--- src/rtl/pong_pkg.sv ---
// Shared encodings and the score-update rule for the Pong match controller.
// Build with PONG_DEUCE_EN defined to get win-by-two scoring.
package pong_pkg;

  localparam logic [2:0] GS_IDLE        = 3'd0;
  localparam logic [2:0] GS_SERVE_WAIT  = 3'd1;
  localparam logic [2:0] GS_PLAY        = 3'd2;
  localparam logic [2:0] GS_POINT_PAUSE = 3'd3;
  localparam logic [2:0] GS_GAME_OVER   = 3'd4;

  typedef enum logic [2:0] {
    ST_IDLE        = GS_IDLE,
    ST_SERVE_WAIT  = GS_SERVE_WAIT,
    ST_PLAY        = GS_PLAY,
    ST_POINT_PAUSE = GS_POINT_PAUSE,
    ST_GAME_OVER   = GS_GAME_OVER
  } state_t;

  localparam logic [1:0] WINNER_NONE = 2'b00;
  localparam logic [1:0] WINNER_P1   = 2'b01;
  localparam logic [1:0] WINNER_P2   = 2'b10;

  // Scores are carried at a fixed 16-bit width so one function serves any SCORE_W.
  typedef struct packed {
    logic [15:0] own;
    logic [15:0] opp;
    logic        win;
  } score_res_t;

  function automatic score_res_t score_next(input logic [15:0] own,
                                            input logic [15:0] opp,
                                            input logic [15:0] win_score);
    score_res_t  res;
    logic [15:0] inc;
    inc     = own + 16'd1;
    res.own = (inc > win_score) ? win_score : inc;
    res.opp = opp;
`ifdef PONG_DEUCE_EN
    res.win = (inc >= win_score) && (inc >= opp + 16'd2);
    // Both players sitting on the win score collapses back to deuce.
    if (res.own == win_score && opp == win_score) begin
      res.own = win_score - 16'd1;
      res.opp = win_score - 16'd1;
    end
`else
    res.win = (inc >= win_score);
`endif
    return res;
  endfunction

endpackage

--- src/rtl/pong_frame_timer.sv ---
// Frame-tick counter: vsync rising-edge detect plus a clearable count that
// flags the tick on which the runtime limit is reached.
module pong_frame_timer #(
  parameter int CNT_W = 8
) (
  input  logic             i_clk,
  input  logic             i_rst_n,
  input  logic             i_vsync,
  input  logic             i_clr,
  input  logic [CNT_W-1:0] i_limit,
  output logic             o_expire
);

  logic             r_vs_d;
  logic [CNT_W-1:0] r_cnt;
  logic             w_tick;
  logic [CNT_W:0]   w_cnt_inc;

  assign w_tick    = i_vsync & ~r_vs_d;
  assign w_cnt_inc = {1'b0, r_cnt} + (CNT_W+1)'(1);
  assign o_expire  = w_tick && (w_cnt_inc >= {1'b0, i_limit});

  always_ff @(posedge i_clk or negedge i_rst_n) begin
    if (!i_rst_n) begin
      r_vs_d <= 1'b0;
      r_cnt  <= '0;
    end else begin
      r_vs_d <= i_vsync;
      // Saturate so idle states never wrap back into a false terminal count.
      if (i_clr)
        r_cnt <= '0;
      else if (w_tick && r_cnt != '1)
        r_cnt <= r_cnt + CNT_W'(1);
    end
  end

endmodule

--- src/rtl/pong_match_ctl.sv ---
// Match-level sequencer for Pong: serve/play/pause/game-over, scoring, rally speed.
// Optional macro PONG_DEUCE_EN selects win-by-two scoring.
module pong_match_ctl
  import pong_pkg::*;
#(
  parameter int SCORE_W        = 4,
  parameter int WIN_SCORE      = 7,
  parameter int SERVE_FRAMES   = 60,
  parameter int PAUSE_FRAMES   = 90,
  parameter int HITS_PER_LEVEL = 4,
  parameter int MAX_LEVEL      = 7,
  parameter int SPEED_W        = 3
) (
  input  logic               clk,
  input  logic               rst,
  input  logic               vsync_in,
  input  logic               mouse_left,
  input  logic               difficulty,
  input  logic               point_p1,
  input  logic               point_p2,
  input  logic               paddle_hit,
  output logic [SCORE_W-1:0] score_p1,
  output logic [SCORE_W-1:0] score_p2,
  output logic [2:0]         game_state,
  output logic               ball_run,
  output logic               serve_left,
  output logic [SPEED_W-1:0] speed_level,
  output logic [1:0]         winner
);

  localparam int FRAME_MAX = (SERVE_FRAMES > PAUSE_FRAMES) ? SERVE_FRAMES : PAUSE_FRAMES;
  localparam int CNT_W     = $clog2(FRAME_MAX + 1);
  localparam int HIT_W     = (HITS_PER_LEVEL > 1) ? $clog2(HITS_PER_LEVEL) : 1;

  generate
    if (WIN_SCORE < 2 || WIN_SCORE > (2**SCORE_W) - 1) begin : g_bad_win
      $error("WIN_SCORE must lie in 2 .. 2**SCORE_W-1");
    end
    if (SCORE_W > 15 || MAX_LEVEL > (2**SPEED_W) - 1 || HITS_PER_LEVEL < 1 ||
        SERVE_FRAMES < 1 || PAUSE_FRAMES < 1) begin : g_bad_cfg
      $error("pong_match_ctl parameter out of range");
    end
  endgenerate

  function automatic logic [SPEED_W-1:0] sat_level_inc(input logic [SPEED_W-1:0] lvl);
    if (lvl >= SPEED_W'(MAX_LEVEL))
      return SPEED_W'(MAX_LEVEL);
    return lvl + SPEED_W'(1);
  endfunction

  state_t             r_state, w_nxt_state;
  logic [SCORE_W-1:0] r_score_p1, r_score_p2, w_nxt_score_p1, w_nxt_score_p2;
  logic               r_ball_run, r_serve_left, w_nxt_serve_left;
  logic [SPEED_W-1:0] r_speed, w_nxt_speed;
  logic [1:0]         r_winner, w_nxt_winner;
  logic [HIT_W-1:0]   r_hits, w_nxt_hits;
  logic               r_mouse_d;

  logic               w_press, w_expire, w_clr;
  logic               w_p1_only, w_p2_only, w_both;
  logic [SCORE_W-1:0] w_own, w_opp;
  score_res_t         w_res;
  logic [CNT_W-1:0]   w_limit;

  assign w_press   = mouse_left & ~r_mouse_d;
  assign w_p1_only = point_p1 & ~point_p2;
  assign w_p2_only = point_p2 & ~point_p1;
  assign w_both    = point_p1 & point_p2;
  assign w_own     = w_p1_only ? r_score_p1 : r_score_p2;
  assign w_opp     = w_p1_only ? r_score_p2 : r_score_p1;
  assign w_res     = score_next(16'(w_own), 16'(w_opp), 16'(WIN_SCORE));
  assign w_limit   = (r_state == ST_POINT_PAUSE) ? CNT_W'(PAUSE_FRAMES) : CNT_W'(SERVE_FRAMES);
  // Any state change restarts the frame count, so a coincident tick is dropped.
  assign w_clr     = (w_nxt_state != r_state);

  pong_frame_timer #(
    .CNT_W (CNT_W)
  ) u_frame_timer (
    .i_clk    (clk),
    .i_rst_n  (rst),
    .i_vsync  (vsync_in),
    .i_clr    (w_clr),
    .i_limit  (w_limit),
    .o_expire (w_expire)
  );

  always_comb begin
    w_nxt_state      = r_state;
    w_nxt_score_p1   = r_score_p1;
    w_nxt_score_p2   = r_score_p2;
    w_nxt_serve_left = r_serve_left;
    w_nxt_speed      = r_speed;
    w_nxt_winner     = r_winner;
    w_nxt_hits       = r_hits;
    case (r_state)
      ST_IDLE, ST_GAME_OVER: begin
        if (w_press) begin
          w_nxt_state    = ST_SERVE_WAIT;
          w_nxt_score_p1 = '0;
          w_nxt_score_p2 = '0;
          w_nxt_winner   = WINNER_NONE;
        end
      end
      ST_SERVE_WAIT: begin
        if (w_expire) w_nxt_state = ST_PLAY;
      end
      ST_PLAY: begin
        if (w_both) begin
          w_nxt_state = ST_POINT_PAUSE;
        end else if (w_p1_only || w_p2_only) begin
          if (w_p1_only) begin
            w_nxt_score_p1 = SCORE_W'(w_res.own);
            w_nxt_score_p2 = SCORE_W'(w_res.opp);
          end else begin
            w_nxt_score_p2 = SCORE_W'(w_res.own);
            w_nxt_score_p1 = SCORE_W'(w_res.opp);
          end
          w_nxt_serve_left = w_p2_only;
          if (w_res.win) begin
            w_nxt_state  = ST_GAME_OVER;
            w_nxt_winner = w_p1_only ? WINNER_P1 : WINNER_P2;
          end else begin
            w_nxt_state = ST_POINT_PAUSE;
          end
        end else if (paddle_hit) begin
          if (r_hits >= HIT_W'(HITS_PER_LEVEL - 1)) begin
            w_nxt_hits  = '0;
            w_nxt_speed = sat_level_inc(r_speed);
          end else begin
            w_nxt_hits = r_hits + HIT_W'(1);
          end
        end
      end
      ST_POINT_PAUSE: begin
        if (w_expire) w_nxt_state = ST_SERVE_WAIT;
      end
      default: w_nxt_state = ST_IDLE;
    endcase
    // Every serve restarts the rally at the selected base speed.
    if (w_nxt_state == ST_SERVE_WAIT) begin
      w_nxt_speed = SPEED_W'(difficulty);
      w_nxt_hits  = '0;
    end
  end

  always_ff @(posedge clk or negedge rst) begin
    if (!rst) begin
      r_state      <= ST_IDLE;
      r_score_p1   <= '0;
      r_score_p2   <= '0;
      r_ball_run   <= 1'b0;
      r_serve_left <= 1'b1;
      r_speed      <= '0;
      r_winner     <= WINNER_NONE;
      r_hits       <= '0;
      r_mouse_d    <= 1'b0;
    end else begin
      r_state      <= w_nxt_state;
      r_score_p1   <= w_nxt_score_p1;
      r_score_p2   <= w_nxt_score_p2;
      r_ball_run   <= (w_nxt_state == ST_PLAY);
      r_serve_left <= w_nxt_serve_left;
      r_speed      <= w_nxt_speed;
      r_winner     <= w_nxt_winner;
      r_hits       <= w_nxt_hits;
      r_mouse_d    <= mouse_left;
    end
  end

  assign score_p1    = r_score_p1;
  assign score_p2    = r_score_p2;
  assign game_state  = r_state;
  assign ball_run    = r_ball_run;
  assign serve_left  = r_serve_left;
  assign speed_level = r_speed;
  assign winner      = r_winner;

endmodule

--- config.mk ---
export PLATFORM = sky130hd
export DESIGN_NAME = pong_match_ctl
export DESIGN_NICKNAME = d
export VERILOG_FILES = /design/src/rtl/pong_pkg.sv /design/src/rtl/pong_frame_timer.sv /design/src/rtl/pong_match_ctl.sv
export SDC_FILE = /design/constraint.sdc
export NUM_CORES = 1
export LEC_CHECK = 0
export ABC_AREA = 1
export BUFFER_PORTS_ARGS = -buffer_cell sky130_fd_sc_hd__buf_2
export CORE_UTILIZATION = 50
export CTS_CLUSTER_SIZE = 8
export DETAILED_ROUTE_END_ITERATION = 6
export PLACE_DENSITY = 0.71
export SLEW_MARGIN = 5
export SYNTH_ARGS = -nofsm -noshare
export SYNTH_HDL_FRONTEND = slang
export SYNTH_SLANG_ARGS = --single-unit
--- constraint.sdc ---
create_clock -name clk -period 6.65 [get_ports clk]
set_input_delay 0.9975 -clock clk [delete_from_list [all_inputs] [get_ports clk]]
set_output_delay 0.9975 -clock clk [all_outputs]
set_load 0.05 [all_outputs]
# == Yosys cells after proc, flatten, opt, wreduce, memory -nomap -nowiden ==
# Cells that the tools add are included.
# word_totals
register_bits,29
inputBits,8
output_inout_bits,18
word_cells,108
# op_classes
addsub,5
magnitude_cmp,5
eq_ne,14
n_mux,48
bitwise_logic,10
n_reduce_logical,15
# ops
op,count
3-bit 2-to-1 mux,14
4-bit 2-to-1 mux,10
2-bit 2-to-1 mux,11
7-bit 2-to-1 mux,3
4-bit one-hot mux with 2 select lines,2
3-bit one-hot mux with 4 select lines,1
5-bit AND reduction,2
2-bit nonzero test,5
"3-bit by 2-bit equality test with 1-bit output, second input constant",3
"7-bit by 1-bit adder with 8-bit output, second input constant",1
8-bit by 7-bit >= comparator with 1-bit output,1
"2-bit inequality test, second input constant",4
4-bit AND reduction,2
"7-bit by 1-bit adder with 7-bit output, second input constant",1
"7-bit inequality test, second input constant",1
"3-bit by 1-bit equality test with 1-bit output, second input constant",2
1-bit 2-to-1 mux,6
"4-bit by 1-bit adder with 5-bit output, second input constant",1
1-bit bitwise AND,5
"5-bit by 3-bit >= comparator with 1-bit output, second input constant",1
"5-bit by 3-bit greater-than comparator with 1-bit output, second input constant",1
1-bit inverter,5
"2-bit by 1-bit inequality test with 1-bit output, second input constant",2
2-bit one-hot mux with 2 select lines,1
11 further kinds,12

# == Longest topological paths before layout ==
# Gate-level depths: netlist of run 1.
# depth
word_depth,14
ltp_mapped,19
mapped_depth_nobuf,19

# == Hierarchy ==
# From an unflattened synthesis of run 1, not the netlist that was laid out.
# unflattened
hier_cells,265
hier_area_um2,2067.0
# modules_own_cells
mod,instances,cells_per_inst,area_each_um2,seq_area_each_um2
pong_match_ctl,1,175,1401.3,526.8
pong_frame_timer,1,90,665.6,200.2

# == Worst setup path after synthesis of run 1 ==
# Ideal clock, no wire load.
# synth_path
path_type,in2reg
start,input point_p2
end,"register r_speed[0], in the netlist speed_level[0]"
setup_time_ps,121
arrival_ps,2690
required_time_ps,6529
path_slack_ps,3838
path_stages,17
path_buffers,0
path_cell_list,inv_1 ha_1 inv_2 nand2_1 nand2_1 ha_1 or2_4 nand3_2 nand4_2 nand2_1 nand2_2 nand3_4 nand2_4 nand2_1 nand2_1 nand2_1 nand2_1
# synth_between
elab_chain_len,12
elab_cells_between_ends,20
classes_between,1 x add/sub; 1 x order compare; 3 x eq/ne; 6 x mux; 4 x bitwise; 5 x reduce/logical
# synth_lines
item,line_no,text
"start, declared",pong_match_ctl.sv:20,"input logic point_p2,"
1-bit inverter,pong_match_ctl.sv:66,assign w_p1_only = point_p1 & ~point_p2;
1-bit bitwise AND,pong_match_ctl.sv:66,
4-bit 2-to-1 mux,pong_match_ctl.sv:69,assign w_own = w_p1_only ? r_score_p1 : r_score_p2;
4-bit by 1-bit adder with 5-bit output,pong_pkg.sv:35,inc = own + 16'd1;
5-bit by 3-bit >= comparator with 1-bit output,pong_pkg.sv:46,res.win = (inc >= win_score);
3-bit 2-to-1 mux,pong_match_ctl.sv:119,if (w_res.win) begin
3-bit 2-to-1 mux,pong_match_ctl.sv:110,end else if (w_p1_only || w_p2_only) begin
3-bit 2-to-1 mux *,pong_match_ctl.sv:108,if (w_both) begin
3-bit one-hot mux with 4 select lines *,pong_match_ctl.sv:95,case (r_state)
named net w_nxt_state[0],pong_match_ctl.sv:51,"state_t r_state, w_nxt_state;"
3-bit by 1-bit equality test with 1-bit output *,pong_match_ctl.sv:140,if (w_nxt_state == ST_SERVE_WAIT) begin
2-bit by 1-bit inequality test with 1-bit output (no source line) or 2-bit nonzero test (tied branches),n/a,
5-bit AND reduction (no source line),n/a,
"end signal, assigned",pong_match_ctl.sv:163,r_speed <= w_nxt_speed;
"end, declared",pong_match_ctl.sv:54,"logic [SPEED_W-1:0] r_speed, w_nxt_speed;"
# Mark *: on every way through the listed nets, which the timed path passes. The rest lies on a longest branch.
# A chain may end at the register's enable or synchronous reset.

# == Worst setup path after layout of run 1 ==
# layout_path
start,"register r_state[0], in the netlist game_state[0]"
end,"register r_speed[0], in the netlist speed_level[0]"
# layout_between
elab_chain_len,9
elab_cells_between_ends,23
classes_between,1 x order compare; 7 x eq/ne; 8 x mux; 7 x reduce/logical
# layout_lines
item,line_no,text
"start, declared",pong_match_ctl.sv:51,
"start signal, assigned",pong_match_ctl.sv:158,r_state <= w_nxt_state;
3-bit by 2-bit equality test with 1-bit output,"pong_match_ctl.sv:72, pong_match_ctl.sv:95",
7-bit 2-to-1 mux,pong_match_ctl.sv:72,assign w_limit = (r_state == ST_POINT_PAUSE) ? CNT_W'(PAUSE_FRAMES) : CNT_W'(SERVE_FRAMES);
8-bit by 7-bit >= comparator with 1-bit output,pong_frame_timer.sv:21,"assign o_expire = w_tick && (w_cnt_inc >= {1'b0, i_limit});"
1-bit logical AND,pong_frame_timer.sv:21,
"3-bit 2-to-1 mux, on equally long branches","pong_match_ctl.sv:135, pong_match_ctl.sv:105",
3-bit one-hot mux with 4 select lines,pong_match_ctl.sv:95,
3-bit by 1-bit equality test with 1-bit output,pong_match_ctl.sv:140,
2-bit by 1-bit inequality test with 1-bit output (no source line) or 2-bit nonzero test (tied branches),n/a,
5-bit AND reduction (no source line),n/a,
# Several ways; a longest one is shown, not always the timed one.

==> results of run 1 <==
stage by stage:
stage,total power [mW],worst slack (ps),cells
after floorplan,0.458,3840,261
after global placement,0.518,3590,333
after detailed placement,0.525,3520,333
after CTS,0.674,3730,341
after global routing,0.713,3490,341
final,0.670,3780,341
state kept, by name, indices dropped and copies added (netlist names):
| name | flops |
|---|---|
| game_state | 3 |
| speed_level | 3 |
| serve_left | 1 |
| ball_run | 1 |
| u_frame_timer.r_vs_d | 1 |
| score_p1 | 4 |
| r_mouse_d | 1 |
| winner | 2 |
| r_hits | 2 |
| score_p2 | 4 |
| u_frame_timer.r_cnt | 7 |
critical path, delay by kind of cell (launching register included):
kind	cells	cell delay, ps
flops	1	480
buf+inv	2	190
fa+ha+maj	1	310
simple gates	15	1770
path summary, 6_finish.rpt:
check	endpoint	from
setup / recovery	speed_level[0]	game_state[0]
max in group asynchronous	u_frame_timer.r_cnt[4]	rst
hold reg to reg	serve_left	serve_left
min in group asynchronous	score_p2[0]	rst
setup reg to reg	speed_level[0]	game_state[0]
hold / removal	serve_left	serve_left
report_power, final:
group	internal, mW	switching (mW)
sequential	0.209	0.0340
clock	0.0842	0.0628
combinational	0.0830	0.197
total	0.376	0.294
placed cells by master, fill, tap and decap left out, drive strengths merged, types with 2 or more instances in the layout:
cell type and n:
nand2 70, a21oi 13, o21ai 14, ha 14, xor2 2, buf 25
or2 4, dfrtp 28, inv 37, nor3 4, nand3 20, clkbuf 8
o211ai 6, nand4 7, nor2 30
cell usage after synthesis, drive strengths merged (2+ instances only):
cell,n
nor2,30
xor2,2
o21ai,14
nand2,70
or2,4
dfrtp,28
o211ai,6
nor3,4
nand3,20
inv,37
nand4,7
ha,14
a21oi,13
cell type report:
type / instances / area [um2] / area share [%]
repair buffers: 25 / 125 / 5.48
well taps: 48 / 60.1 / 2.63
multi-input cells: 193 / 1140 / 49.8
inverters: 38 / 144 / 6.30
flip-flops and latches: 29 / 727 / 31.9
clock buffers: 8 / 90.1 / 3.95
routing by layer:
| layer | GRT usage [%] | wire length [um] |
|---|---|---|
| met1 | 30.4 | 2130 |
| met2 | 32.3 | 1790 |
| met3 | 5.56 | 160 |
| met4 | 5.16 | 13 |
| met5 | 0 | 0 |
kinds of logic after synthesis:
family,count (synthesis)
flip-flops,29
multiplexers,1
AND/OR/NAND/NOR,136
adder cells (fa/ha/maj),14
AO/OA/AOI/OAI,39
buffers and inverters,39
XOR/XNOR,3
==> results.txt, run 1 <==
- The run finished with clean final reports.
- During I/O placement, the number of pins put on the boundary was 26.
- Routed wire per std cell: approximately 12 um
* Post-layout nets: 314
- In this run, post-CTS repair resized a total of 0 instances.
* Clock period minus worst slack: around 2900 ps
- Cell type with the highest occurrence count on the critical path: nand2_1
- Starting density of the core: about 53%
- The top cell type by area accounts for a little over a third of the synthesized area.
- In this run, distinct cell masters in the synthesized netlist total 40.
- STA puts the critical path data required time at a little under 7000 ps.
* PortBufs: 25
* Slew Limit Headroom: 56.9%
- Maximum level of the CTS H-tree: 2
- Entering global routing, the biggest net connects 30 pins.
- Counting the fill cells in the layout gives 347.
* Number of clock buffers inserted by TritonCTS: 5
- Simple-gate share of the synthesized area: 34.4%
- Wire length after detailed routing: 4090 um
* Cells traversed along the worst timing path: inv_1 > or2_1 > nor2_1 > inv_1 > ha_1 > nand2_1 > nor2_2 > nand2_1 > nand3_2 > nand2_1 > nand2_2 > nand2_1 > nor2_4 > nand2_4 > nand2_1 > nand2_1 > nand2_1 > nand2_1
- Initial antenna violation count: 0
* Number of flops mapped to enable cells by yosys: 0
* Top fanout value on the critical path: 10
* Core area: around 0.0038 mm2
- Ys async rst share: 100%
* Initial detailed-routing violation count: 84
* Number of cells on the worst reg-to-reg path: 18
- Synthesis produced roughly 260 cells.
- Synthesized-area fraction occupied by ao, oa, aoi and oai cells: 11.6%
- Final number of setup-violating endpoints: 0
- Row generation in the floorplan step produced 22 rows.
- Drt first pass iters: 5
- Fraction of the cycle the final worst path needs: a little over two fifths
- The analysis attributes to cell leakage a power of 1.20 nW.
- The number of max-slew violations in the final report was 0.
- In this run, synthesis produced a sequential element count of 29.
* Vias in the first global route: 1579
* Overall via count from detail_route: 1797
- When the netlist entered floorplanning its net count stood at between 200 and 300.
- The worst hold path was traced through 2 stages.
- Source-to-sink clock delay at the later pin of the worst-skew pair: approximately 270 ps
- Part of the Yosys area used for sequential elements: a little over a third
- The worst setup path is captured at a register.
- By area, the combinational part of the netlist is dominated by simple AND/OR/NAND/NOR gates.
- Xor-xnor portion of the synthesized cell area: between 1 and 1.5%
- Synth Cell Area: 0.00201 mm2
- Number of design rule violations left after detail routing: 0
- Post-CTS timing repair inserted 0 buffers for setup.
* Leading register cell type out of synthesis: dfrtp_1
* Achievable clock frequency: between 300 and 400 MHz
- Synth Warn #: 0
- Worst hold path class: register to register
- The total count of hold-check failures in the final report is 0.
* Clk_skew: around 1.4 ps
- The worst register-to-register path has a setup slack of roughly 3800 ps.
* Tightest Pin Transition: approximately 650 ps
- Summing all placed instances gives a cell area of around 0.0022 mm2.
- Delay of the slowest cell on the worst path: about 480 ps
- Across the VDD grid, the largest voltage drop is 0.192 mV.
- Reg clk slew, reported paths: ~60 ps
- Clock tree synthesis found a total of 29 sinks.
- Summed over all layers, the global routing overflow is 0.
- Cell types with the largest area share after synthesis: dfrtp_1 35%, nand2_1 11%, ha_1 8.7%, inv_1 6.2%, nor2_1 4.9%
* Arrival time worst endpoint: 3030 ps
- Clock Tree Buf Depth: 2
- The critical path is of the register to register type.
- Highest-delay cell along the critical path: dfrtp_1
- Power Dens Cells: between 200 and 300 mW/mm2
- Core occupancy in the finished layout: 60.5%
- Via density per instance: 5.27
* Worst hold slack after final layout: ~460 ps
* Library cell with the largest summed area after synthesis: dfrtp_1
- Buffers inserted to repair hold after CTS numbered 0.
- Setup tns final: 0 ps
- A synthesized cell averages around 7.7 um2.
* Antenna diodes: 0
* Full die area: 0.00428 mm2
* Multiplexer share of the synthesized area: 0.498%
- Final cell area excluding filler cells: ~0.0023 mm2
- Post-DP HPWL: ~3200 um
- The first global-routing pass estimated around 7000 um of wire.
- Unrepaired setup endpoints after global routing: false
* Category of the worst setup path launch point: register
* Post-detailed-route count of antenna-violating nets: 0
* Global placer's final weighted congestion: ~0.88
- Chip height: approximately 65 um
* Share of post-route cells with drive strength above 1: 22.5%
- Cell at the root of the clock tree: clkbuf_8
- Of the total synthesized cell area, the portion taken by full adders, half adders and majority gates is between 8 and 9%.
- Die Wd: approximately 65 um
- Area added between synthesis and finish: 13.4%
* Gr usage total: 21.4%
- TritonCTS built the clock tree.
- Maxcap violations: 0
Note: power is estimated with default switching activity, not from simulation.
==> inputs of run 2 (changes only) <==
==> constraint.sdc (replaced) <==
create_clock -name clk -period 2.85 [get_ports clk]
set_input_delay 0.4275 -clock clk [delete_from_list [all_inputs] [get_ports clk]]
set_output_delay 0.4275 -clock clk [all_outputs]
set_load 0.05 [all_outputs]
==> results.txt, run 2 (same netlist as run 1, synthesis figures left out) <==
- Result of the run: completed
- Once detail routing completed, the nets flagged for antenna violations numbered 0.
- Setup Crit Path Kind: register to register
- Clock Tree Buf Depth: 2
* Sinks on the clock net: 29
* Achievable clock frequency: approximately 410 MHz
- Top library cells by usage in the layout, fill and taps aside: 61 x nand2_1, 33 x inv_1, 28 x dfrtp_1
- Summed over all cells, the static leakage comes to approximately 1.2 nW.
- The register with the most flip-flops in the layout has 7 of them.
* Maximum level of the CTS H-tree: 2
- Initial antenna violation count: 0
* Design Power: ~1.6 mW
- At the worst endpoint, the arrival time is approximately 2600 ps.
- The later pin in the worst-skew pair is clocked with a latency of about 290 ps.
* Reg2Reg Launch Point: u_frame_timer.r_cnt[0]
* Worst IR Drop VDD: about 0.31 mV
- FF-to-FF End: speed_level[0]
- Setup violations remaining at the end of the flow were counted as 0.
- 0 antenna diodes ended up in the layout.
- Across the run, the number of max-cap violations was 0.
- CTS placed an instance of clkbuf_8 at the clock tree root.
- Cell Count Post-Placement: ~340
- Summed over all failing endpoints, the final setup total negative slack is 0 ps.
- Top fanout value on the critical path: 10
- Vias in the first global route: approximately 1700
- Once layout is complete, the cells apart from fillers number 342.
* Die Wd: about 65 um
* Core area: between 0.003 and 0.004 mm2
- The floorplan step defined a die boundary enclosing approximately 0.0043 mm2.
- Flop-to-flop setup slack: 400 ps
- Pin placement for this block handled 26 I/O pins.
- In the global route stage, met3 resource usage came out at about 5.2%.
- The total count of hold-check failures in the final report was 0.
- Most frequent standard cell in the layout excluding fill and tap cells: nand2_1
- For this configuration, the core starts out at a cell density of between 50 and 60%.
* Global placer's final weighted congestion: about 0.92
* Worst hold path class: input port to asynchronous set/reset pin
- Global-route track usage on met2: a little over a third
* Hold-fix buffers, CTS: 0
* Initial detailed-routing violation count: between 100 and 150
- Row count: 22
- Dividing the detail-routed wire length by the instance count gives ~12 um.
- Total count of max-transition violations in the final report: 0
* Gr usage total: roughly 23%
* Via density per instance: around 5.2
* Biggest register: u_frame_timer.r_cnt
- First-pass GRT wire length: between 7000 and 8000 um
- Between clock sinks in the finished design, the worst skew comes to around 8 ps.
- Reg clk slew, reported paths: ~60 ps
* Chip height: 65.4 um
- Busiest layer in global routing: met2
* Number of fill cells: approximately 340
- Unrepaired setup endpoints after global routing: false
- M1 GR Usage: 31.5%
- Power Dens Cells: approximately 700 mW/mm2
- Number of cells on the worst reg-to-reg path: 18
- Drt first pass iters: 4
* Worst endpoint required time: roughly 3000 ps
- For this block, the via count after detailed routing is ~1800.
* PortBufs: 25
* Pin count of the biggest net entering global routing: 30
- Overflow left after global routing: 0
* Number of design rule violations left after detail routing: 0
- CP endpoint kind: register
- The worst path uses a little under nine tenths of the clock period.
* Area added between synthesis and finish: 14.2%
- CTS tree: done
- STA classifies the critical path startpoint as a register.
* Number of clock buffers inserted by TritonCTS: 5
- Share of post-route cells with drive strength above 1: 23.5%
* Tightest Pin Transition: about 640 ps
- Post-DP HPWL: a little over 3000 um
- Core occupancy in the finished layout: 60.9%
* Clock period minus worst slack: 2450 ps
* Wire length after detailed routing: roughly 4100 um
- Post-layout nets: around 320
- Slew Limit Headroom: between 50 and 60%
run 2: cell count changes in the layout (fill, tap and decap cells not counted):
cell,before,now
clkbuf_1,2,1
buf_4,0,2
nor3_1,2,1
nor3_2,1,2
run 2: worst max path at each step:
stage	startpoint	endpoint	slack [ps]	cells after the start
2_1_floorplan	game_state[0]	speed_level[0]	120	18
3_3_place_gp	point_p2	u_frame_timer.r_cnt[1]	270	17
3_5_place_dp	point_p2	score_p2[1]	260	15
4_1_cts	u_frame_timer.r_cnt[0]	speed_level[0]	300	18
5_1_grt	u_frame_timer.r_cnt[0]	u_frame_timer.r_cnt[2]	100	15
6_report	u_frame_timer.r_cnt[0]	speed_level[0]	400	18
run 2: layout make-up:
type                            count  area [um2]  area share [%]
Clock buffer                        7        86.3            3.76
Timing Repair Buffer               27         140            6.10
Sequential cell                    29         727            31.6
Multi-Input combinational cell    193        1140            49.6
Inverter                           38         144            6.26
Tap cell                           48        60.1            2.61
run 2: through the flow:
step | area (um2) | hold WS, ps | setup slack, ps
after floorplan | 2010 | 132 | 117
after global placement | 2210 | 457 | 266
after detailed placement | 2210 | 465 | 261
after CTS | 2290 | 184 | 300
after global routing | 2300 | 225 | 98.8
final | 2300 | 155 | 397
run 2: metal layers:
layer,vias to the layer above,share of wire [%]
met5,-,0
met3,6,4.4
met2,42,44
met4,0,1.6
met1,800,50
li1,921,-
run 2: worst max-delay path: stages (launching register included):
cell	delay [ps]
dfrtp_1	420
ha_1	240
nand3_2	110
nor3_2	190
nor2_1	80
ha_1	290
nand2_1	60
nor2_2	110
nand2_1	70
nand3_2	70
nand2_1	80
nand2_2	80
nand2_1	80
nor2_4	140
nand2_4	100
nand2_1	70
nand2_1	40
nand2_1	50
nand2_1	40
run 2: timing repair:
item,4_1_cts,5_1_grt
resized for setup,0,1
endpoints found under the setup margin,0,2
buffers inserted,0,0
run 2: report_power, final:
part	total [mW]	switching (mW)	internal, mW
logic	0.654	0.460	0.194
clock network	0.347	0.156	0.191
registers	0.564	0.0776	0.487
